===== config.mk =====
export PLATFORM = sky130hd
export DESIGN_NAME = hazard_scoreboard
export DESIGN_NICKNAME = d
export VERILOG_FILES = /design/src/rtl/hazard_pkg.sv /design/src/rtl/hazard_entry_match.sv /design/src/rtl/hazard_scoreboard.sv
export SDC_FILE = /design/constraint.sdc
export NUM_CORES = 1
export LEC_CHECK = 0
export CORE_ASPECT_RATIO = 1.25
export CORE_MARGIN = 3
export CORE_UTILIZATION = 36
export DETAILED_ROUTE_END_ITERATION = 10
export PLACE_DENSITY = 0.88
export SETUP_SLACK_MARGIN = 0.05
export SLEW_MARGIN = 20
export SYNTH_ARGS = -nofsm -noshare
export SYNTH_HDL_FRONTEND = slang
export SYNTH_SLANG_ARGS = --single-unit

===== constraint.sdc =====
create_clock -name clk -period 1.8 [get_ports clk]
set_input_delay 0.36 -clock clk [delete_from_list [all_inputs] [get_ports clk]]
set_output_delay 0.36 -clock clk [all_outputs]
set_load 0.02 [all_outputs]

===== src/rtl/hazard_pkg.sv =====
// Shared types and constants for the hazard/forwarding scoreboard.
// Latency: n/a (types and helpers only).
// Backpressure: n/a.
//
// Entry fields use fixed maximum widths so that one packed type serves every
// parameterisation. rd holds up to 8 bits of register address (REG_AW <= 8).
// ready_stage holds up to 3 bits (STAGES <= 8).
package hazard_pkg;

    localparam int HZ_RD_W  = 8;
    localparam int HZ_SEL_W = 3;

    localparam int FWD_REGFILE = 0;  // forward select: operand comes from the register file
    localparam int READY_EX    = 0;  // result exists at the end of EX (ALU)
    localparam int READY_MEM   = 1;  // result exists at the end of MEM (load)

    typedef struct packed {
        logic                valid;
        logic [HZ_RD_W-1:0]  rd;
        logic                wre;
        logic [HZ_SEL_W-1:0] ready_stage;
    } hz_entry_t;

    // Counts the operands (0..2) that receive a forwarded value.
    function automatic logic [1:0] nz_count(input logic a, input logic b);
        return {1'b0, a} + {1'b0, b};
    endfunction

endpackage


===== src/rtl/hazard_entry_match.sv =====
// Per-entry source/destination comparator for one in-flight table slot.
// Latency: combinational.
// Backpressure: none; the caller qualifies the results.
//
// Ports: i_entry (table slot), i_rs1/i_rs2 (zero-extended decode sources),
//        i_use_rs1/i_use_rs2 (operand is read), o_match_rs1/o_match_rs2.
module hazard_entry_match
    import hazard_pkg::*;
#(
    parameter int ZERO_REG = 0
) (
    input  hz_entry_t          i_entry,
    input  logic [HZ_RD_W-1:0] i_rs1,
    input  logic [HZ_RD_W-1:0] i_rs2,
    input  logic               i_use_rs1,
    input  logic               i_use_rs2,
    output logic               o_match_rs1,
    output logic               o_match_rs2
);

    logic w_writer;
    logic w_rs1_zero;
    logic w_rs2_zero;

    assign w_writer   = i_entry.valid && i_entry.wre;
    // When register 0 is hardwired, a write to it produces nothing to wait for.
    assign w_rs1_zero = (ZERO_REG != 0) && (i_rs1 == '0);
    assign w_rs2_zero = (ZERO_REG != 0) && (i_rs2 == '0);

    assign o_match_rs1 = w_writer && i_use_rs1 && !w_rs1_zero && (i_entry.rd == i_rs1);
    assign o_match_rs2 = w_writer && i_use_rs2 && !w_rs2_zero && (i_entry.rd == i_rs2);

endmodule


===== src/rtl/hazard_scoreboard.sv =====
// Hazard and forwarding controller for stages EX..WB; stall is combinational and forward selects are registered.
// Latency: stall_o 0 cycles; fwd_sel_*_o/ex_valid_o 1 cycle (they describe the instruction now in EX).
// Backpressure: stall_o holds PC and IF/ID and injects a bubble into EX; the table itself never holds.
//
// Ports: clk, reset (async, active-high); id_* decode-slot instruction;
//        stall_o, fwd_sel_a_o, fwd_sel_b_o, ex_valid_o; stall_cnt_o, fwd_cnt_o.
// Optional macro HAZARD_PERF_CNT_EN: saturating stall/forward counters (tied to 0 otherwise).
// Limits: STAGES 2..8, REG_AW <= 8.
module hazard_scoreboard
    import hazard_pkg::*;
#(
    parameter int STAGES   = 3,
    parameter int REG_AW   = 4,
    parameter int SEL_W    = $clog2(STAGES),
    parameter int ZERO_REG = 0,
    parameter int CNT_W    = 32
) (
    input  logic              clk,
    input  logic              reset,
    input  logic              id_valid_i,
    input  logic [REG_AW-1:0] id_rs1_i,
    input  logic [REG_AW-1:0] id_rs2_i,
    input  logic              id_use_rs1_i,
    input  logic              id_use_rs2_i,
    input  logic [REG_AW-1:0] id_rd_i,
    input  logic              id_wre_i,
    input  logic [SEL_W-1:0]  id_ready_stage_i,
    input  logic              id_is_branch_i,
    output logic              stall_o,
    output logic [SEL_W-1:0]  fwd_sel_a_o,
    output logic [SEL_W-1:0]  fwd_sel_b_o,
    output logic              ex_valid_o,
    output logic [CNT_W-1:0]  stall_cnt_o,
    output logic [CNT_W-1:0]  fwd_cnt_o
);

    // Index 0 = EX, STAGES-1 = WB.
    hz_entry_t           r_tab [STAGES];
    logic [SEL_W-1:0]    r_sel_a;
    logic [SEL_W-1:0]    r_sel_b;

    logic [HZ_RD_W-1:0]  w_rs1_ext;
    logic [HZ_RD_W-1:0]  w_rs2_ext;
    logic [HZ_RD_W-1:0]  w_rd_ext;
    logic [HZ_SEL_W-1:0] w_rdy_ext;
    logic [STAGES-1:0]   w_m1;
    logic [STAGES-1:0]   w_m2;
    logic                w_data_stall;
    logic                w_br_hit;
    logic                w_capture;
    hz_entry_t           w_new;
    logic [SEL_W-1:0]    w_nxt_a;
    logic [SEL_W-1:0]    w_nxt_b;

    always_comb begin
        w_rs1_ext = '0;
        w_rs2_ext = '0;
        w_rd_ext  = '0;
        w_rdy_ext = '0;
        w_rs1_ext[REG_AW-1:0] = id_rs1_i;
        w_rs2_ext[REG_AW-1:0] = id_rs2_i;
        w_rd_ext[REG_AW-1:0]  = id_rd_i;
        w_rdy_ext[SEL_W-1:0]  = id_ready_stage_i;
    end

    for (genvar g = 0; g < STAGES; g++) begin : g_match
        hazard_entry_match #(
            .ZERO_REG (ZERO_REG)
        ) u_match (
            .i_entry     (r_tab[g]),
            .i_rs1       (w_rs1_ext),
            .i_rs2       (w_rs2_ext),
            .i_use_rs1   (id_use_rs1_i),
            .i_use_rs2   (id_use_rs2_i),
            .o_match_rs1 (w_m1[g]),
            .o_match_rs2 (w_m2[g])
        );
    end

    // Data stall: the producer at slot i has not yet finished its ready stage.
    // Branch stall: decode compares operands itself, so any producer short of
    // WB must drain first; the WB write reaches decode via the register file.
    always_comb begin
        w_data_stall = 1'b0;
        w_br_hit     = 1'b0;
        for (int i = 0; i < STAGES; i++) begin
            if ((w_m1[i] || w_m2[i]) && (i < int'(r_tab[i].ready_stage))) begin
                w_data_stall = 1'b1;
            end
            if ((w_m1[i] || w_m2[i]) && (i <= STAGES - 2)) begin
                w_br_hit = 1'b1;
            end
        end
    end

    assign stall_o   = id_valid_i && (w_data_stall || (id_is_branch_i && w_br_hit));
    assign w_capture = id_valid_i && !stall_o;

    always_comb begin
        w_new = '0;
        if (w_capture) begin
            w_new.valid       = 1'b1;
            w_new.rd          = w_rd_ext;
            w_new.wre         = id_wre_i;
            w_new.ready_stage = w_rdy_ext;
        end
    end

    // Next cycle the producer now at slot i sits at stage i+1. It can forward
    // once it has passed its ready stage. The scan runs from old to young so the
    // youngest match is written last and wins. WB (STAGES-1) is excluded: it has retired.
    always_comb begin
        w_nxt_a = SEL_W'(FWD_REGFILE);
        w_nxt_b = SEL_W'(FWD_REGFILE);
        for (int i = STAGES - 2; i >= 0; i--) begin
            if (w_m1[i] && (i + 1 > int'(r_tab[i].ready_stage))) begin
                w_nxt_a = SEL_W'(i + 1);
            end
            if (w_m2[i] && (i + 1 > int'(r_tab[i].ready_stage))) begin
                w_nxt_b = SEL_W'(i + 1);
            end
        end
        if (!w_capture) begin
            w_nxt_a = SEL_W'(FWD_REGFILE);
            w_nxt_b = SEL_W'(FWD_REGFILE);
        end
    end

    always_ff @(posedge clk or posedge reset) begin
        if (reset) begin
            for (int i = 0; i < STAGES; i++) begin
                r_tab[i] <= '0;
            end
            r_sel_a <= '0;
            r_sel_b <= '0;
        end else begin
            r_tab[0] <= w_new;
            for (int i = 1; i < STAGES; i++) begin
                r_tab[i] <= r_tab[i-1];
            end
            r_sel_a <= w_nxt_a;
            r_sel_b <= w_nxt_b;
        end
    end

    assign fwd_sel_a_o = r_sel_a;
    assign fwd_sel_b_o = r_sel_b;
    assign ex_valid_o  = r_tab[0].valid;

`ifdef HAZARD_PERF_CNT_EN
    logic [CNT_W-1:0] r_stall_cnt;
    logic [CNT_W-1:0] r_fwd_cnt;
    logic [CNT_W:0]   w_fwd_sum;

    assign w_fwd_sum = {1'b0, r_fwd_cnt}
                     + (CNT_W+1)'(nz_count(w_nxt_a != '0, w_nxt_b != '0));

    always_ff @(posedge clk or posedge reset) begin
        if (reset) begin
            r_stall_cnt <= '0;
            r_fwd_cnt   <= '0;
        end else begin
            if (stall_o && (r_stall_cnt != '1)) begin
                r_stall_cnt <= r_stall_cnt + 1'b1;
            end
            // A carry out of the sum means the counter would wrap; pin it at all-ones.
            r_fwd_cnt <= w_fwd_sum[CNT_W] ? '1 : w_fwd_sum[CNT_W-1:0];
        end
    end

    assign stall_cnt_o = r_stall_cnt;
    assign fwd_cnt_o   = r_fwd_cnt;
`else
    assign stall_cnt_o = '0;
    assign fwd_cnt_o   = '0;
`endif

endmodule


Word level (Yosys, flattened, before mapping)
Cells that the tools add are included.
Word-level totals
  bits in registers: 43
  input port bits: 21
  logic and storage cells: 67
Cells by class
  order comparisons: 5
  equal/unequal tests: 6
  muxes and demuxes: 12
  reductions and logical operators: 30
Operators by type and width (number)
  == test 8 x 4 -> 1 bit: 6
  logical AND 1 bit: 25
  two-way mux 13 bit: 1
  two-way mux 2 bit: 6
  less-than comparator 1 x 3 -> 1 bit, first input constant: 2
  two-way mux 1 bit: 5
  logical OR 1 bit: 4
  > comparator 1 x 3 -> 1 bit, first input constant: 1
  > comparator 2 x 3 -> 1 bit, first input constant: 1
  less-than comparator 2 x 3 -> 1 bit, first input constant: 1
  zero test 1 bit: 1

Logic depth before layout (Yosys ltp)
  depth in word-level cells: 13
  gate-level depth with buffers: 6
  gate-level depth less buffers: 5

Hierarchy
A second synthesis with hierarchy kept.
Unflattened totals
  cell total of the unflattened synthesis: 190
  area, all modules: 1938.1 µm²
Modules (own cells, without submodules)
  hazard_scoreboard: times used 1, cells each 118, area an instance 1352.5 µm², sequential area each 700.7 µm²
  hazard_entry_match: times used 3, cells each 24, area an instance 195.2 µm², sequential area each 0.0 µm²

Worst setup path before layout
OpenSTA, ideal clock, no wires.
  path kind: reg-to-output
  from: register r_tab[33] (netlist bit)
  to: output port stall_o
  data arrival time: 1.464 ns
  path slack: -0.024 ns
  stages on the path, launching flop included: 6
  path buffers: 0
  cells stage by stage: dfrtp_1 > xnor2_1 > nand2_1 > or4b_4 > nand4_2 > o21a_1
Between the ends
  longest elaborated chain between the ends: 9
  elaborated cells between the ends (all ways): 14
RTL lines
  start, declared: line hazard_scoreboard.sv:38  | hz_entry_t r_tab [STAGES];
  start signal, assigned by index: line hazard_scoreboard.sv:139  | r_tab[i] <= r_tab[i-1];
  == test 8 x 4 -> 1 bit, on equally long branches: line hazard_entry_match.sv:30, hazard_entry_match.sv:31
  logical AND 1 bit, on equally long branches: line hazard_entry_match.sv:30, hazard_entry_match.sv:31
  logical OR 1 bit (*): line hazard_scoreboard.sv:87, hazard_scoreboard.sv:90
  logical AND 1 bit: line hazard_scoreboard.sv:87  | if ((w_m1[i] || w_m2[i]) && (i < int'(r_tab[i].ready_stage))) begin
  two-way mux 1 bit (3 in series): line hazard_scoreboard.sv:87
  logical OR 1 bit (*): line hazard_scoreboard.sv:96  | assign stall_o = id_valid_i && (w_data_stall || (id_is_branch_i && w_br_hit));
  logical AND 1 bit (*): line hazard_scoreboard.sv:96
  end, declared: line hazard_scoreboard.sv:29  | output logic stall_o,
Mark *: on every way between the ends. The rest lies on a longest branch, timed or not.

Worst setup path after layout
Ends and elaborated chain as after synthesis.

==> out/summary.txt <==
========================================================================================
Via count of the routed design ............................................         1171
Cells taking the most area after synthesis ................................ sky130_fd_sc_hd__dfrtp_1 41%, sky130_fd_sc_hd__buf_4 28%, sky130_fd_sc_hd__xor2_1 7.1%
Synth Area per Inst .......................................................   9.811 um^2
Simple logic cell fraction of the synthesized area ........................       0.1428
Count of pins on the block boundary .......................................           91
Type of the most critical hold path ....................................... flip-flop to flip-flop
List of cells traversed by the critical path .............................. xnor2_1 > nand2_1 > or4b_4 > nand4_4 > o21a_4 > buf_6
Category of the critical setup timing path ................................ flip-flop to output port
Routed WL per cell ........................................................     11.42 um
Post-route non-filler standard cell count .................................          292
Post-Syn Area .............................................................    1727 um^2
Antenna diode count .......................................................            0
Async S/R FF share, synth .................................................        1.000
Number of nets in the layout ..............................................          256
Result of the run ......................................................... finished with violations
Register-to-Register Path Depth ...........................................            7
Distinct cells, synth .....................................................           23
XOR/XNOR share of the synthesized area ....................................       0.1217
Clock root buffer ......................................................... sky130_fd_sc_hd__clkbuf_8
Total cell area at the placement stage ....................................    2031 um^2
Final critical-path share of the clock period .............................        1.226
Detailed-routing iteration count for the pre-antenna-repair pass ..........            4
Min Hold Slack ............................................................    0.3590 ns
Fillers ...................................................................          443
Max IR drop VDD ...........................................................    0.2825 mV
Critical path peak fanout .................................................            3
Area share of the largest cell type after synthesis .......................       0.4058
Crit. End Element .........................................................  output port
WHS Path Cells ............................................................            0
Placement row count .......................................................           27
Level count of the clock H-tree ...........................................            1
Portion of netlist area occupied by mux cells .............................            0
Yosys warning count .......................................................            0
Die Area ..................................................................    5669 um^2
Fraction of layout instances using a drive strength above 1 ...............       0.2137
TritonCTS buffer count ....................................................            3
Placement Setup Slack .....................................................    -1.066 ns
Leakage Power .............................................................     1.098 nW
Setup repair after global routing missed its margin .......................         true
Final setup margin ........................................................   -0.4070 ns
Hold buffers post-CTS .....................................................            0
Die extent in y ...........................................................     83.43 um
Via density per instance ..................................................        4.010
Post-route cell area ......................................................    2167 um^2
Final-report setup violation count ........................................            1
Number of global-route vias before repair .................................         1059
Wire length of the first global-routing pass ..............................      4836 um
Clock Latency Late Sink ...................................................      0.27 ns
Initial core utilization ..................................................       0.3814
Bufs on Longest Clock Path ................................................            2
Total half-perimeter wirelength after legalization and detailed placement .      2648 um
Pins over their slew limit ................................................            0
Adder-cell share of the synthesized area ..................................            0
All-layer global routing usage ............................................       0.1126
Stage delay of the slowest cell on the critical path ......................      0.56 ns
Max capacitance violation total ...........................................            0
Antenna violations before repair ..........................................            0
Port buffer count .........................................................           26
Number of endpoints with negative hold slack in the final report ..........            0
Sinks on Clock Net ........................................................           28
Violated checks ........................................................... negative setup slack
Signed area change from the synthesized netlist to the final layout .......       25.51%
Leading area contributor after synthesis .................................. sky130_fd_sc_hd__dfrtp_1
Placed Cells incl. Taps ...................................................          286
DRC violations left .......................................................            0
Dominant combinational cell family by area after synthesis ................ buffers and inverters
Clk slew on worst S/H paths ...............................................      0.09 ns
Post-detailed-route count of antenna-violating nets .......................            0
Primary flip-flop cell chosen by synthesis mapping ........................ sky130_fd_sc_hd__dfrtp_1
Placeable core region .....................................................    4527 um^2
Total negative setup slack ................................................   -0.4070 ns
Data required time of the critical path ...................................      1.44 ns
Post-synth EDFFs ..........................................................            0
Top achievable clock speed ................................................    453.1 MHz
Largest net degree at the start of global routing .........................           29
Sequential element share of the synthesized area ..........................       0.4058
Slowest stage cell on the critical path ................................... sky130_fd_sc_hd__or4b_4
Instance count of the mapped netlist ......................................          176
Startpoint kind of the worst setup timing path ............................    flip-flop
Routability cong. .........................................................       0.8177
Horizontal extent of the die ..............................................     67.95 um
Data arrival at the endpoint of the critical path .........................      1.85 ns
Final routed wirelength across all metal layers ...........................      3334 um
Count of state elements after synthesis ...................................           28
Clock Skew ................................................................  0.003980 ns
Power density normalized to cell area ..................................... 691.2 nW/um^2
Fin crit period ...........................................................     2.207 ns
Clock tree from TritonCTS .................................................         done
Complex-gate fraction of the synthesized area .............................      0.02971
Starting DRT DRC Count ....................................................           91
Global route overflow .....................................................            0
========================================================================================
-- cells in the final DEF (no fill, tap or decap), drive strengths merged --
master,netlist,final
conb,1,64
buf,66,32
dfrtp,28,28
nand2,15,15
clkdlybuf4s50,0,15
xor2,14,14
nor2,11,11
xnor2,10,10
dlygate4sd2,0,9
nand3,7,7
nor3,6,6
inv,4,4
clkbuf,0,3
nor4,3,3
nor3b,2,2
and4,1,1
o31a,1,1
o211ai,1,1
a22oi,1,1
or4b,1,1
nand4,1,1
nor4b,1,1
o21a,1,1
a2111oi,1,1
bufinv,0,1
clkdlybuf4s15,0,1
-- Yosys cell counts (all sizes together), types with 2 or more instances --
master and count:
inv 4, dfrtp 28, nor3b 2, xnor2 10
xor2 14, nor3 6, nor2 11, nand2 15
nor4 3, nand3 7, buf 66
-- worst max-delay path: cells and delay by family (launching register included) --
family / cells / cell delay (ns)
simple gates: 3 / 0.77
xor+xnor: 1 / 0.14
flops: 1 / 0.43
buf+inv: 1 / 0.11
compound gates: 1 / 0.13
-- worst paths after layout --
path,startpoint,endpoint,slack [ns]
min,r_tab[13]$_DFF_PP0_,r_tab[0]$_DFF_PP0_,0.36
max,r_tab[33]$_DFF_PP0_,stall_o,-0.41
max reg2reg,r_tab[17]$_DFF_PP0_,fwd_sel_b_o[1]$_DFF_PP0_,0.05
min reg2reg,r_tab[13]$_DFF_PP0_,r_tab[0]$_DFF_PP0_,0.36
min in group asynchronous,reset,r_tab[29]$_DFF_PP0_,0.44
max in group asynchronous,reset,r_tab[7]$_DFF_PP0_,1.11
-- registers in the layout, indices dropped and copies added (netlist names) --
name / cells
r_tab: 23
ex_valid_o: 1
fwd_sel_b_o: 2
fwd_sel_a_o: 2
-- cells by family (layout without fill, tap and decap cells) --
kind of cell	Yosys count	in the layout
and+or+nand+nor	48	48
xor gates and xnor gates	24	24
DFF	28	28
other	1	64
buffers and inverters	70	65
AOI/OAI and AO/OA	5	5
-- where the power goes --
part           total, mW  switching, mW  internal, mW
sequential         0.678         0.0205         0.658
combinational      0.333          0.217         0.117
clock              0.486          0.189         0.298
total               1.50          0.426          1.07
-- cell type report --
| class | instances | area, um^2 | share of cell area |
|---|---|---|---|
| well taps | 58 | 72.57 | 0.03349 |
| inverters | 4 | 15.01 | 0.006928 |
| clock buffers | 3 | 41.29 | 0.01905 |
| flip-flops and latches | 28 | 700.7 | 0.3233 |
| repair buffers | 57 | 484.2 | 0.2234 |
| clock inverters | 1 | 30.03 | 0.01386 |
| multi-input cells | 141 | 823.3 | 0.3799 |
-- stage by stage --
stage	utilization	total power [mW]
finish	0.4787	1.498
global route	0.4787	1.561
CTS	0.4724	1.494
detailed placement	0.4486	1.019
global placement	0.4486	1.010
floorplan	-	0.9981
-- metal layers --
metal	vias to the layer above	global-route usage	wire length, um
li1	553	-	-
met1	555	0.1257	1121
met2	61	0.2035	1894
met3	2	0.01759	281
met4	0	0.04340	37
met5	-	0	0
-- repair_timing --
item,CTS,global route
gates cloned,0,0
resized for setup,22,5
pin swaps,8,5
setup endpoints to repair,13,13
buffers inserted,3,0
No activity file was read; power rests on OpenSTA's default activity.
